==> src/rtl/fetch_unit_pkg.sv <==
// Shared types and constants for the instruction fetch stage.
package fetch_unit_pkg;

    localparam int              INST_W           = 32;
    localparam int              PC_W             = 32;
    localparam logic [PC_W-1:0] PC_INC           = 32'd4;
    localparam logic [PC_W-1:0] DEFAULT_RESET_PC = 32'h0000_0000;

    // One buffered fetch: the word and the address it came from.
    typedef struct packed {
        logic [PC_W-1:0]   pc;
        logic [INST_W-1:0] inst;
    } fetch_entry_t;

    function automatic logic [PC_W-1:0] align_pc(input logic [PC_W-1:0] addr);
        return {addr[PC_W-1:2], 2'b00};
    endfunction

endpackage

==> src/rtl/fetch_fifo.sv <==
// In-order queue of fetched {pc, inst} entries; flush beats push, and a pop may
// complete in the same cycle as a flush.
module fetch_fifo
    import fetch_unit_pkg::*;
#(
    parameter int DEPTH = 2
) (
    input  logic                        clk,
    input  logic                        rst_n,
    input  logic                        flush_i,
    input  logic                        push_i,
    input  fetch_entry_t                push_data_i,
    input  logic                        pop_i,
    output logic                        valid_o,
    output fetch_entry_t                head_o,
    output logic [$clog2(DEPTH+1)-1:0]  count_o
);

    localparam int CNT_W = $clog2(DEPTH + 1);
    localparam int PTR_W = (DEPTH > 1) ? $clog2(DEPTH) : 1;

    fetch_entry_t     mem_q [DEPTH];
    logic [PTR_W-1:0] wr_ptr_q, wr_ptr_d;
    logic [PTR_W-1:0] rd_ptr_q, rd_ptr_d;
    logic [CNT_W-1:0] count_q, count_d;
    logic             do_push, do_pop;

    function automatic logic [PTR_W-1:0] ptr_inc(input logic [PTR_W-1:0] p);
        return (p == PTR_W'(DEPTH - 1)) ? '0 : p + 1'b1;
    endfunction

    assign do_pop  = pop_i && (count_q != '0);
    assign do_push = push_i && !flush_i && ((count_q != CNT_W'(DEPTH)) || do_pop);

    always_comb begin
        // NOTE: every variable gets its default first so no path leaves it unassigned (no latch).
        wr_ptr_d = wr_ptr_q;
        rd_ptr_d = rd_ptr_q;
        count_d  = count_q;
        if (flush_i) begin
            wr_ptr_d = '0;
            rd_ptr_d = '0;
            count_d  = '0;
        end else begin
            if (do_push) wr_ptr_d = ptr_inc(wr_ptr_q);
            if (do_pop)  rd_ptr_d = ptr_inc(rd_ptr_q);
            count_d = count_q + CNT_W'(do_push) - CNT_W'(do_pop);
        end
    end

    always_ff @(posedge clk or negedge rst_n) begin
        if (!rst_n) begin
            wr_ptr_q <= '0;
            rd_ptr_q <= '0;
            count_q  <= '0;
        end else begin
            // NOTE: registers use non-blocking assignments so every flop samples pre-edge values.
            wr_ptr_q <= wr_ptr_d;
            rd_ptr_q <= rd_ptr_d;
            count_q  <= count_d;
        end
    end

    // NOTE: storage has no reset; an entry is only ever read after it was written.
    always_ff @(posedge clk) begin
        if (do_push) mem_q[wr_ptr_q] <= push_data_i;
    end

    assign valid_o = (count_q != '0);
    assign head_o  = mem_q[rd_ptr_q];
    assign count_o = count_q;

endmodule

==> src/rtl/fetch_unit.sv <==
// Instruction fetch: PC, credit-limited memory requests, stale-response dropping
// after redirects, and an in-order output queue feeding the field splitter.
module fetch_unit
    import fetch_unit_pkg::*;
#(
    parameter logic [PC_W-1:0] RESET_PC = DEFAULT_RESET_PC,
    parameter int              DEPTH    = 2
) (
    input  logic              clk,
    input  logic              rst_n,
    output logic              imem_req_valid,
    input  logic              imem_req_ready,
    output logic [PC_W-1:0]   imem_addr,
    input  logic              imem_rsp_valid,
    input  logic [INST_W-1:0] imem_rsp_data,
    input  logic              redirect_valid,
    input  logic [PC_W-1:0]   redirect_pc,
    output logic              inst_valid,
    input  logic              inst_ready,
    output logic [INST_W-1:0] inst,
    output logic [PC_W-1:0]   inst_pc
);

    localparam int             CNT_W  = $clog2(DEPTH + 1);
    localparam logic [CNT_W:0] CREDIT = (CNT_W + 1)'(DEPTH);

    logic [PC_W-1:0]  pc_q, pc_d;
    logic [PC_W-1:0]  rsp_pc_q, rsp_pc_d;
    logic             req_valid_q, req_valid_d;
    logic [CNT_W-1:0] outstanding_q, outstanding_d;
    logic [CNT_W-1:0] drop_cnt_q, drop_cnt_d;
    logic [CNT_W-1:0] occupancy, occupancy_d;
    logic             req_fire, rsp_accept, rsp_live, pop;
    fetch_entry_t     head, push_entry;

    assign req_fire   = req_valid_q && imem_req_ready;
    assign rsp_accept = imem_rsp_valid && (outstanding_q != '0);
    assign rsp_live   = rsp_accept && (drop_cnt_q == '0) && !redirect_valid;
    assign pop        = inst_valid && inst_ready;
    // Live responses return in request order, so their PCs are consecutive from rsp_pc_q.
    assign push_entry = '{pc: rsp_pc_q, inst: imem_rsp_data};

    fetch_fifo #(.DEPTH(DEPTH)) u_fifo (
        .clk         (clk),
        .rst_n       (rst_n),
        .flush_i     (redirect_valid),
        .push_i      (rsp_live),
        .push_data_i (push_entry),
        .pop_i       (pop),
        .valid_o     (inst_valid),
        .head_o      (head),
        .count_o     (occupancy)
    );

    always_comb begin
        pc_d          = pc_q;
        rsp_pc_d      = rsp_pc_q;
        drop_cnt_d    = drop_cnt_q;
        outstanding_d = outstanding_q + CNT_W'(req_fire) - CNT_W'(rsp_accept);
        occupancy_d   = occupancy + CNT_W'(rsp_live) - CNT_W'(pop);
        if (req_fire) pc_d = pc_q + PC_INC;
        if (rsp_live) rsp_pc_d = rsp_pc_q + PC_INC;
        if (rsp_accept && (drop_cnt_q != '0)) drop_cnt_d = drop_cnt_q - 1'b1;
        if (redirect_valid) begin
            // Everything still in flight, including a request accepted this cycle, is stale.
            pc_d        = align_pc(redirect_pc);
            rsp_pc_d    = align_pc(redirect_pc);
            drop_cnt_d  = outstanding_d;
            occupancy_d = '0;
        end
        req_valid_d = ({1'b0, outstanding_d} + {1'b0, occupancy_d}) < CREDIT;
    end

    always_ff @(posedge clk or negedge rst_n) begin
        if (!rst_n) begin
            pc_q          <= RESET_PC;
            rsp_pc_q      <= RESET_PC;
            req_valid_q   <= 1'b0;
            outstanding_q <= '0;
            drop_cnt_q    <= '0;
        end else begin
            pc_q          <= pc_d;
            rsp_pc_q      <= rsp_pc_d;
            req_valid_q   <= req_valid_d;
            outstanding_q <= outstanding_d;
            drop_cnt_q    <= drop_cnt_d;
        end
    end

    assign imem_req_valid = req_valid_q;
    assign imem_addr      = pc_q;
    assign inst           = inst_valid ? head.inst : '0;
    assign inst_pc        = inst_valid ? head.pc   : '0;

endmodule

==> config.mk <==
export PLATFORM = sky130hd
export DESIGN_NAME = fetch_unit
export DESIGN_NICKNAME = d
export VERILOG_FILES = /design/src/rtl/fetch_unit_pkg.sv /design/src/rtl/fetch_fifo.sv /design/src/rtl/fetch_unit.sv
export SDC_FILE = /design/constraint.sdc
export NUM_CORES = 1
export LEC_CHECK = 0
export CAP_MARGIN = 15
export CORE_UTILIZATION = 52
export DETAILED_ROUTE_END_ITERATION = 8
export HOLD_SLACK_MARGIN = 0.02
export MAX_ROUTING_LAYER = met4
export PLACE_DENSITY = 0.83
export SLEW_MARGIN = 20
export SYNTH_ARGS = -nofsm -noshare
export SYNTH_HDL_FRONTEND = slang
export SYNTH_SLANG_ARGS = --single-unit
==> constraint.sdc <==
create_clock -name clk -period 5.4 [get_ports clk]
set_input_delay 0.81 -clock clk [delete_from_list [all_inputs] [get_ports clk]]
set_output_delay 0.81 -clock clk [all_outputs]
set_load 0.02 [all_outputs]
* Word level (Yosys, flattened, before mapping) *
Memories as Yosys holds them, arrays and structs flattened.
Index checks and enable logic that the tools add are counted.

word-level totals
  bits in registers = 73
  bits in latches = 0
  bits in writable memories = 128
  memory bits (read-only) = 0
  input port bits = 70
  output and inout bits = 98
  word-level logic and storage cells = 61
  memories kept = 1

operators by class
  $add $sub $neg = 12
  $mul = 0
  divide/modulo/power cells = 0
  $lt $le $gt $ge = 1
  equal/unequal tests = 1
  shifts and indexed selects = 0
  multiplexer cells = 18
  bitwise logic cells = 0
  reduce and logical (&&, ||, !) cells = 20

memories
  name          depth  bits a word  read ports  clocked after Yosys merged registers in  write ports  line              text
  u_fifo.mem_q  2      64           1           0                                        1            fetch_fifo.sv:22  fetch_entry_t mem_q [DEPTH];

operators by type and width
  kind                                                         number
  two-way mux 32 bit                                           6
  adder 32 x 3 -> 32 bit (second input constant)               2
  nonzero test 2 bit                                           8
  logical AND 1 bit                                            9
  two-way mux 1 bit                                            8
  two-way mux 2 bit                                            4
  adder 2 x 1 -> 2 bit                                         3
  subtractor 2 x 1 -> 2 bit                                    3
  adder 2 x 2 -> 3 bit                                         1
  less-than comparator 3 x 2 -> 1 bit (second input constant)  1
  adder 1 bit (second input constant)                          2
  logical NOT 2 bit                                            1
  != test 2 bit (second input constant)                        1
  subtractor 2 x 1 -> 2 bit (second input constant)            1
  logical NOT 1 bit                                            1
  logical OR 1 bit                                             1

* Longest topological paths before layout *
Gate-level depths: netlist of the first run.

  word-level depth = 9
  depth in mapped cells = 11
  gate-level depth less buffers = 11

* Hierarchy *
Synthesis of the first run repeated with hierarchy kept, for this count alone.

second synthesis, totals
  cells, all modules = 655
  area total of the unflattened synthesis = 9033.7 um^2

by module, submodules not included
  module      instances  cells each  area an instance (um^2)  seq. area each (um^2)
  fetch_fifo  1          221         4833.4                   3943.8
  fetch_unit  1          434         4200.3                   1626.6

* Least setup slack after synthesis of the first run *
Ideal clock, no wire load.

  path type = input -> register
  from = input imem_rsp_valid
  to = memory u_fifo.mem_q[0][0] in the netlist's numbering, enable pin
  library setup time = 0.491 ns
  arrival = 4.252 ns
  required time = 4.909 ns
  path slack = 0.657 ns
  stages on the path = 4
  path buffers = 1
  cells stage by stage = o211ai_1 -> buf_2 -> a211oi_1 -> nor2b_1

between the ends
  cells in the longest elaborated chain, start to end = 7

RTL lines
  item                                     line              text
  start, declared                          fetch_unit.sv:14  input logic imem_rsp_valid,
  logical AND 1 bit                        fetch_unit.sv:37  assign rsp_accept = imem_rsp_valid && (outstanding_q != '0);
  logical AND 1 bit (2 in a row)           fetch_unit.sv:38  assign rsp_live = rsp_accept && (drop_cnt_q == '0) && !redirect_valid;
  logical AND 1 bit (2 in a row)           fetch_fifo.sv:33  assign do_push = push_i && !flush_i && ((count_q != CNT_W'(DEPTH)) || do_pop);
  two-way mux 1 bit                        fetch_fifo.sv:66  if (do_push) mem_q[wr_ptr_q] <= push_data_i;
  two-way mux 1 bit (not written as such)  fetch_fifo.sv:66
  end, declared                            fetch_fifo.sv:22

Every way passes these cells.

* Final worst setup path of the first run *
  from = register u_fifo.rd_ptr_q
  to = output inst_pc[25]

between the ends
  cells in the longest elaborated chain, start to end = 2

RTL lines
  item                    line              text
  start, declared         fetch_fifo.sv:24  logic [PTR_W-1:0] rd_ptr_q, rd_ptr_d;
  start signal, assigned  fetch_fifo.sv:59  rd_ptr_q <= rd_ptr_d;
  memory (2 x 64 bit)     -
  two-way mux 32 bit      fetch_unit.sv:93  assign inst_pc = inst_valid ? head.pc : '0;
  end, declared           fetch_unit.sv:21  output logic [PC_W-1:0] inst_pc

Every way passes these cells.

==> flow_summary.toml, run 1 <==
[power]
comb_power_share_pct = 33.5
p_leak_nw = 3.873
power_frac_seq_pct = 41.2
fin_total_pwr_mw = 4.789
power_density_mw_per_mm2 = 428.1
p_switching_mw = 1.629
swShare_pct = 34.02
irDropWorstVdd_mv = 0.2705
pwr-share-clk_pct = 25.3
power.internal_mw = 3.160

[finish]
insertedDiodeCount = 0
fillerInstances = 1179
area_delta_synth_final_pct = 27.00
nets = 936
multiInputGateArea_sq_mm = 0.003163
layout-drive-gt1-share_pct = 7.480
finalNonFillerCells = 1089
regArea_sq_mm = 0.005454

[sta]
hold_slack_ps = 139.2
period_needed_ps = 3426
fmax_mhz = 291.9
tightest_slew_ps = 1113
setup_tns_ps = 0
slew_violations = 0
hold_viol_final = 0
finalSetupViolations = 0
rsz0062_at_grt = "false"
finClkSkew_ps = 10.02
finalCritPeriodShare_pct = 63.44
relSlewSlack_pct = 25.09
fin_ws_ps = 1974

[floorplanning]
die_h_um = 132.2
floorplan.initialDensity_pct = 53.12
pin_count = 168
coreArea_sq_mm = 0.01658
dieArea_sq_mm = 0.01746
die_w_um = 132.2
rows = 47

[routing]
drc_errors = 0
vias = 6287
wl_met1_um = 8556
drt_pass1_iterations = 5
viasPerCell = 5.773
wl_met3_um = 1275
ant_nets = 0
route.met2.wl_um = 9171
wl_per_cell_um = 17.71
dr.max_layer_used = "met4"
drt_iter0_markers = 498
routed_wl_um = 19290

[clock_network]
postCtsSetupRepairBufs = 0
cts-root-buf = "clkbuf_16"
cts_sinks = 193
cts_resized = 0
clkTransAtPathRegs_ps = 70
numCtsBuffers = 17
cts-htree-levels = 4
clockBufferDepth = 2
holdBufCountCts = 0
clkLatencyLatePin_ps = 440
cts_tree = "yes"

[worst_setup_path]
crit_path_cell_trace = "mux2i_1 > nor2_1 > clkdlybuf4s50_1"
r2r-start = "drop_cnt_q[1]$_DFFE_PN0P_"
path_class = "flip-flop to output pin"
crit_path_end = "inst_pc[25]"
setup.worst_path.end_class = "output pin"
rrSetupSlack_ps = 2320
cpMaxStageDelayCell = "dfrtp_4"
cp_max_fo = 63
cp.required_ps = 4590
r2r_cells = 6
crit_path_max_incr_delay_ps = 1150
r2r-end = "u_fifo.mem_q[0][55]$_DFFE_PP_"
arrival_ps = 2620
critPathLaunchType = "flip-flop"
worstSetupStartpoint = "u_fifo.rd_ptr_q$_DFFE_PN0P_"

[synthesis]
synthCells = 706
avgSynthCellArea_sq_um = 12.48
ys.flop_type = "edfxtp_1"
synth_area_leaders = "edfxtp_1 (42%), dfrtp_1 (20%), mux2i_1 (7.3%), nor2_1 (4.2%), mux2_2 (2.2%)"
synth_cell_types = 49
synth_edf_count = 124
synth_top_area_cell = "edfxtp_1"
async_flop_share_pct = 35.75
netlist.area_leader.share_pct = 42.27
yosysWarnings = 0
synth-seq-cells = 193
synth.cell_area_sq_mm = 0.008808
yosysSeqAreaShare_pct = 61.88

[global_routing]
grtUsageTotal_pct = 24.01
grt_pass1_wl_um = 31350
grt_pass1_vias = 5994
grt-ovfl-total = 0
grt_max_degree = 69
antenna_found_initial = 0

[status]
outcome = "completed"

[placed_design]
dp_hpwl_um = 12950
gp_routability_congestion = 0.8640
preCtsSetupSlack_ps = 1661
dp.cells = 1057
buffer_ports.inserted = 161

[worst_hold_path]
hold_path.class = "primary input to asynchronous set/reset pin"

[run]
cap_violations = 0
-- sequential cells by signal, summed over array words and instances (netlist names) --
name,cells
outstanding_q,2
u_fifo.mem_q,124
u_fifo.count_o,2
imem_req_valid,1
u_fifo.rd_ptr_q,1
drop_cnt_q,2
imem_addr,30
u_fifo.wr_ptr_q,1
rsp_pc_q,30
-- power by group through the flow --
stage | Combinational (mW) | Sequential [mW] | Clock (mW)
after detailed placement | 1.61 | 2.00 | 0
after global routing | 1.74 | 2.00 | 1.30
after CTS | 1.62 | 1.97 | 1.24
after global placement | 1.58 | 1.99 | 0
after floorplan | 0.983 | 1.91 | 0
final | 1.60 | 1.97 | 1.21
-- metal layers --
| metal | up-vias | GRT usage (%) |
|---|---|---|
| met3 | 26 | 4.883 |
| met2 | 254 | 36.65 |
| li1 | 2961 | - |
| met4 | 0 | 7.817 |
| met1 | 3046 | 32.35 |
| met5 | - | - |
-- per-stage QoR --
step / cell area [sq um] / utilization [%]
after floorplan: 8820 / -
after global placement: 10610 / 63.95
after detailed placement: 10610 / 63.95
after CTS: 11180 / 67.42
after global routing: 11190 / 67.46
final: 11190 / 67.46
-- cell type report --
type                            instances  share of cell area [%]
Sequential cell                       193                   48.75
Timing Repair Buffer                  168                   14.83
Multi-Input combinational cell        460                   28.27
Clock buffer                           17                   3.803
Clock inverter                         15                   1.342
Tap cell                              220                   2.461
Inverter                               16                  0.5369
-- cells in the mapped netlist (2+ instances only) --
master    number
or3_1          8
buf_2          2
nor3_1        13
and4_1        19
o21ai_0       11
nand2b_1       4
a311oi_1       8
xor2_1         6
o31ai_1       13
o41ai_1        2
nor4_1        10
inv_1         15
mux2i_1       64
nor2b_1        7
nor3b_1        2
nor2_1        98
a21oi_1        3
o41a_1         3
and3_1        12
a31oi_1       22
buf_1          7
clkbuf_1      26
ha_1           9
xnor2_1       19
and2_1         6
dfrtp_1       69
edfxtp_1     124
or4_1         12
nand4_1       13
nand2_1       25
buf_4          4
nand3_1       23
o31a_1         4
mux2_2        17
a211o_1        5
a211oi_1       8
-- cell usage in the layout, fill, tap and decap left out, types with 13 or more instances in the layout --
| cell type | instances |
|---|---|
| a31oi_1 | 22 |
| and4_1 | 19 |
| clkbuf_16 | 17 |
| clkdlybuf4s50_1 | 160 |
| dfrtp_1 | 68 |
| edfxtp_1 | 124 |
| inv_1 | 15 |
| mux2_2 | 17 |
| mux2i_1 | 64 |
| nand2_1 | 25 |
| nand3_1 | 23 |
| nand4_1 | 13 |
| nor2_1 | 97 |
| nor3_1 | 13 |
| o31ai_1 | 13 |
| xnor2_1 | 19 |
-- cells by family after synthesis --
group,after synthesis,synth area share [%]
and+or+nand+nor,257,15.21
buffers and inverters,56,2.599
DFF,193,61.88
xor gates and xnor gates,25,2.486
adders and majority gates,10,1.506
muxes,81,9.446
AOI/OAI and AO/OA,83,6.832
other,1,0.04257
-- worst min path at each step --
stage / cells past startpoint / endpoint / slack (ps) / start
global route: 1 / imem_addr[20]$_DFFE_PN0N_ / 120 / rst_n
floorplan: 0 / u_fifo.mem_q[0][46]$_DFFE_PP_ / 440 / rsp_pc_q[14]$_DFFE_PN0N_
CTS: 1 / imem_addr[20]$_DFFE_PN0N_ / 130 / rst_n
finish: 1 / imem_addr[20]$_DFFE_PN0N_ / 140 / rst_n
global placement: 0 / u_fifo.mem_q[0][56]$_DFFE_PP_ / 510 / rsp_pc_q[24]$_DFFE_PN0N_
detailed placement: 0 / u_fifo.mem_q[0][56]$_DFFE_PP_ / 530 / rsp_pc_q[24]$_DFFE_PN0N_
-- critical path: cells and delay by family, from the launching register on --
kind          cells  cell delay, ps
flops             1            1150
mux               1             230
buf+inv           1             620
simple gates      1             140
Note: power is estimated with default switching activity, not from simulation.
==> inputs of run 2 (changes only) <==
==> constraint.sdc (replaced) <==
create_clock -name clk -period 3.3 [get_ports clk]
set_input_delay 0.495 -clock clk [delete_from_list [all_inputs] [get_ports clk]]
set_output_delay 0.495 -clock clk [all_outputs]
set_load 0.02 [all_outputs]
==> run 2 against run 1 <==
Compared with the run above: critical path depth is 1 higher; setup slack worse by 1500 ps; critical endpoint is now inst_pc[13]; clock-buffer cell count stayed put; largest cell class unchanged; clock power is 83% higher; non-clock buffer count is 12 higher; wire length is 1.6% higher; combinational power is 73% higher.
==> flow_summary.toml, run 2 (synthesized netlist as in run 1, its figures left out) <==
[worst_setup_path]
setup.worst_path.end_class = "output pin"
r2r-start = "u_fifo.count_o[1]$_DFF_PN0_"
path_class = "flip-flop to output pin"
rrSetupSlack_ps = 780
cp_max_fo = 62
crit_path_max_incr_delay_ps = 610
crit_path_cell_trace = "nor2_4 > buf_4 > nor2_1 > clkdlybuf4s50_1"
critPathLaunchType = "flip-flop"
cpMaxStageDelayCell = "clkdlybuf4s50_1"
r2r_cells = 11
arrival_ps = 2340
cp.required_ps = 2800
r2r-end = "imem_req_valid$_DFF_PN0_"

[finish]
final_common_cell = "clkdlybuf4s50_1"
finalInstanceArea_sq_mm = 0.01137
largest_reg_flops = 124
nets = 948
fin_util_pct = 68.58
mostFrequentLayoutCells = "clkdlybuf4s50_1 (160), edfxtp_1 (124), nor2_1 (97), dfrtp_1 (68), mux2i_1 (64)"
regArea_sq_mm = 0.005454
fillerInstances = 1208
insertedDiodeCount = 0
layout-drive-gt1-share_pct = 8.286
multiInputGateArea_sq_mm = 0.003157
top_register = "u_fifo.mem_q"
area_delta_synth_final_pct = 29.12

[clock_network]
numCtsBuffers = 17
clkTransAtPathRegs_ps = 70
cts_resized = 0
postCtsSetupRepairBufs = 0
cts-htree-levels = 4
holdBufCountCts = 0
clkLatencyLatePin_ps = 430
cts_sinks = 193
cts_tree = "yes"
cts-root-buf = "clkbuf_16"
clockBufferDepth = 2

[sta]
fmax_mhz = 352.7
tightest_slew_ps = 910.5
hold_viol_final = 0
slew_violations = 0
rsz0062_at_grt = "false"
finalCritPeriodShare_pct = 85.92
relSlewSlack_pct = 38.74
period_needed_ps = 2835
finalSetupViolations = 0
fin_ws_ps = 464.7
finClkSkew_ps = 8.427
setup_tns_ps = 0

[floorplanning]
die_w_um = 132.2
floorplan.initialDensity_pct = 53.12
rows = 47
dieArea_sq_mm = 0.01746
die_h_um = 132.2
pin_count = 168
coreArea_sq_mm = 0.01658

[routing]
routed_wl_um = 19590
wl_per_cell_um = 17.79
viasPerCell = 5.800
ant_nets = 0
drc_errors = 0
vias = 6386
drt_iter0_markers = 554
drt_pass1_iterations = 5

[worst_hold_path]
hold_path.class = "primary input to asynchronous set/reset pin"

[placed_design]
place_area_sq_mm = 0.01073
preCtsSetupSlack_ps = 356.1
gp_routability_congestion = 0.8818
buffer_ports.inserted = 161
dp_hpwl_um = 13160

[global_routing]
grt_pass1_wl_um = 31530
grt_max_degree = 70
grt-ovfl-total = 0
grt_pass1_vias = 6111
antenna_found_initial = 0
grtUsageTotal_pct = 23.99

[status]
outcome = "completed"

[power]
power_density_mw_per_mm2 = 712.5
irDropWorstVdd_mv = 0.4560
fin_total_pwr_mw = 8.104
p_leak_nw = 3.970

[run]
cap_violations = 0
-- run 2: cell types whose count changed in the layout (fill, tap and decap cells not counted), sizes merged --
cell,before,now
inv,23,17
bufinv,1,5
clkinv,5,7
buf,8,20
-- run 2: power breakdown --
group	leakage, nW	total (mW)	internal, mW	switching (mW)
clock network	0.304	2.21	1.34	0.868
logic	1.75	2.77	1.28	1.49
registers	1.91	3.13	2.85	0.274
total	3.97	8.10	5.47	2.63
-- run 2: metrics by stage --
| step | hold slack (ps) | cells |
|---|---|---|
| 2_1_floorplan | 199.4 | 709 |
| 5_1_grt | 332.0 | 1101 |
| 6_report | 238.6 | 1101 |
| 4_1_cts | 295.4 | 1101 |
| 3_5_place_dp | 512.0 | 1069 |
| 3_3_place_gp | 493.9 | 1069 |
-- run 2: layer usage --
metal | vias to the layer above | routed length, um | GRT usage [%]
met2 | 258 | 9396 | 37.77
met4 | 0 | 354 | 8.204
li1 | 2996 | - | -
met5 | - | 0 | -
met1 | 3101 | 8588 | 31.10
met3 | 31 | 1252 | 4.883
-- run 2: worst max-delay path, delay by kind of cell (launching register included) --
family / cells / cell delay [ps]
flip-flops: 1 / 470
AND/OR/NAND/NOR: 2 / 270
buffers and inverters: 2 / 1110
-- run 2: how the worst max path moves through the flow --
stage                                           start                      endpoint  cells past startpoint
after floorplan             drop_cnt_q[0]$_DFFE_PN0P_  u_fifo.mem_q[1][0]$_DFFE_PP_                      6
after global placement                 imem_req_ready      imem_req_valid$_DFF_PN0_                     10
after detailed placement               imem_req_ready      imem_req_valid$_DFF_PN0_                     10
after CTS                 u_fifo.count_o[1]$_DFF_PN0_                   inst_pc[25]                      4
after global routing      u_fifo.count_o[1]$_DFF_PN0_                   inst_pc[31]                      4
final                     u_fifo.count_o[1]$_DFF_PN0_                   inst_pc[13]                      4
-- run 2: area by class of cell --
class	count	share of cell area [%]
Sequential cell	193	47.95
Multi-Input combinational cell	460	27.76
Timing Repair Buffer	180	15.71
Clock buffer	17	3.740
Tap cell	220	2.420
Clock inverter	15	1.892
Inverter	16	0.5281
==> inputs of run 3 (changes only) <==
--- a/config.mk
+++ b/config.mk
@@ -5,6 +5,7 @@
 export SDC_FILE = /design/constraint.sdc
 export NUM_CORES = 1
 export LEC_CHECK = 0
+export ABC_CLOCK_PERIOD_IN_PS = 3300
 export CAP_MARGIN = 15
 export CORE_UTILIZATION = 52
 export DETAILED_ROUTE_END_ITERATION = 8
==> results of run 3 <==
Final layout, timing and power as in run 2 (identical DEF).
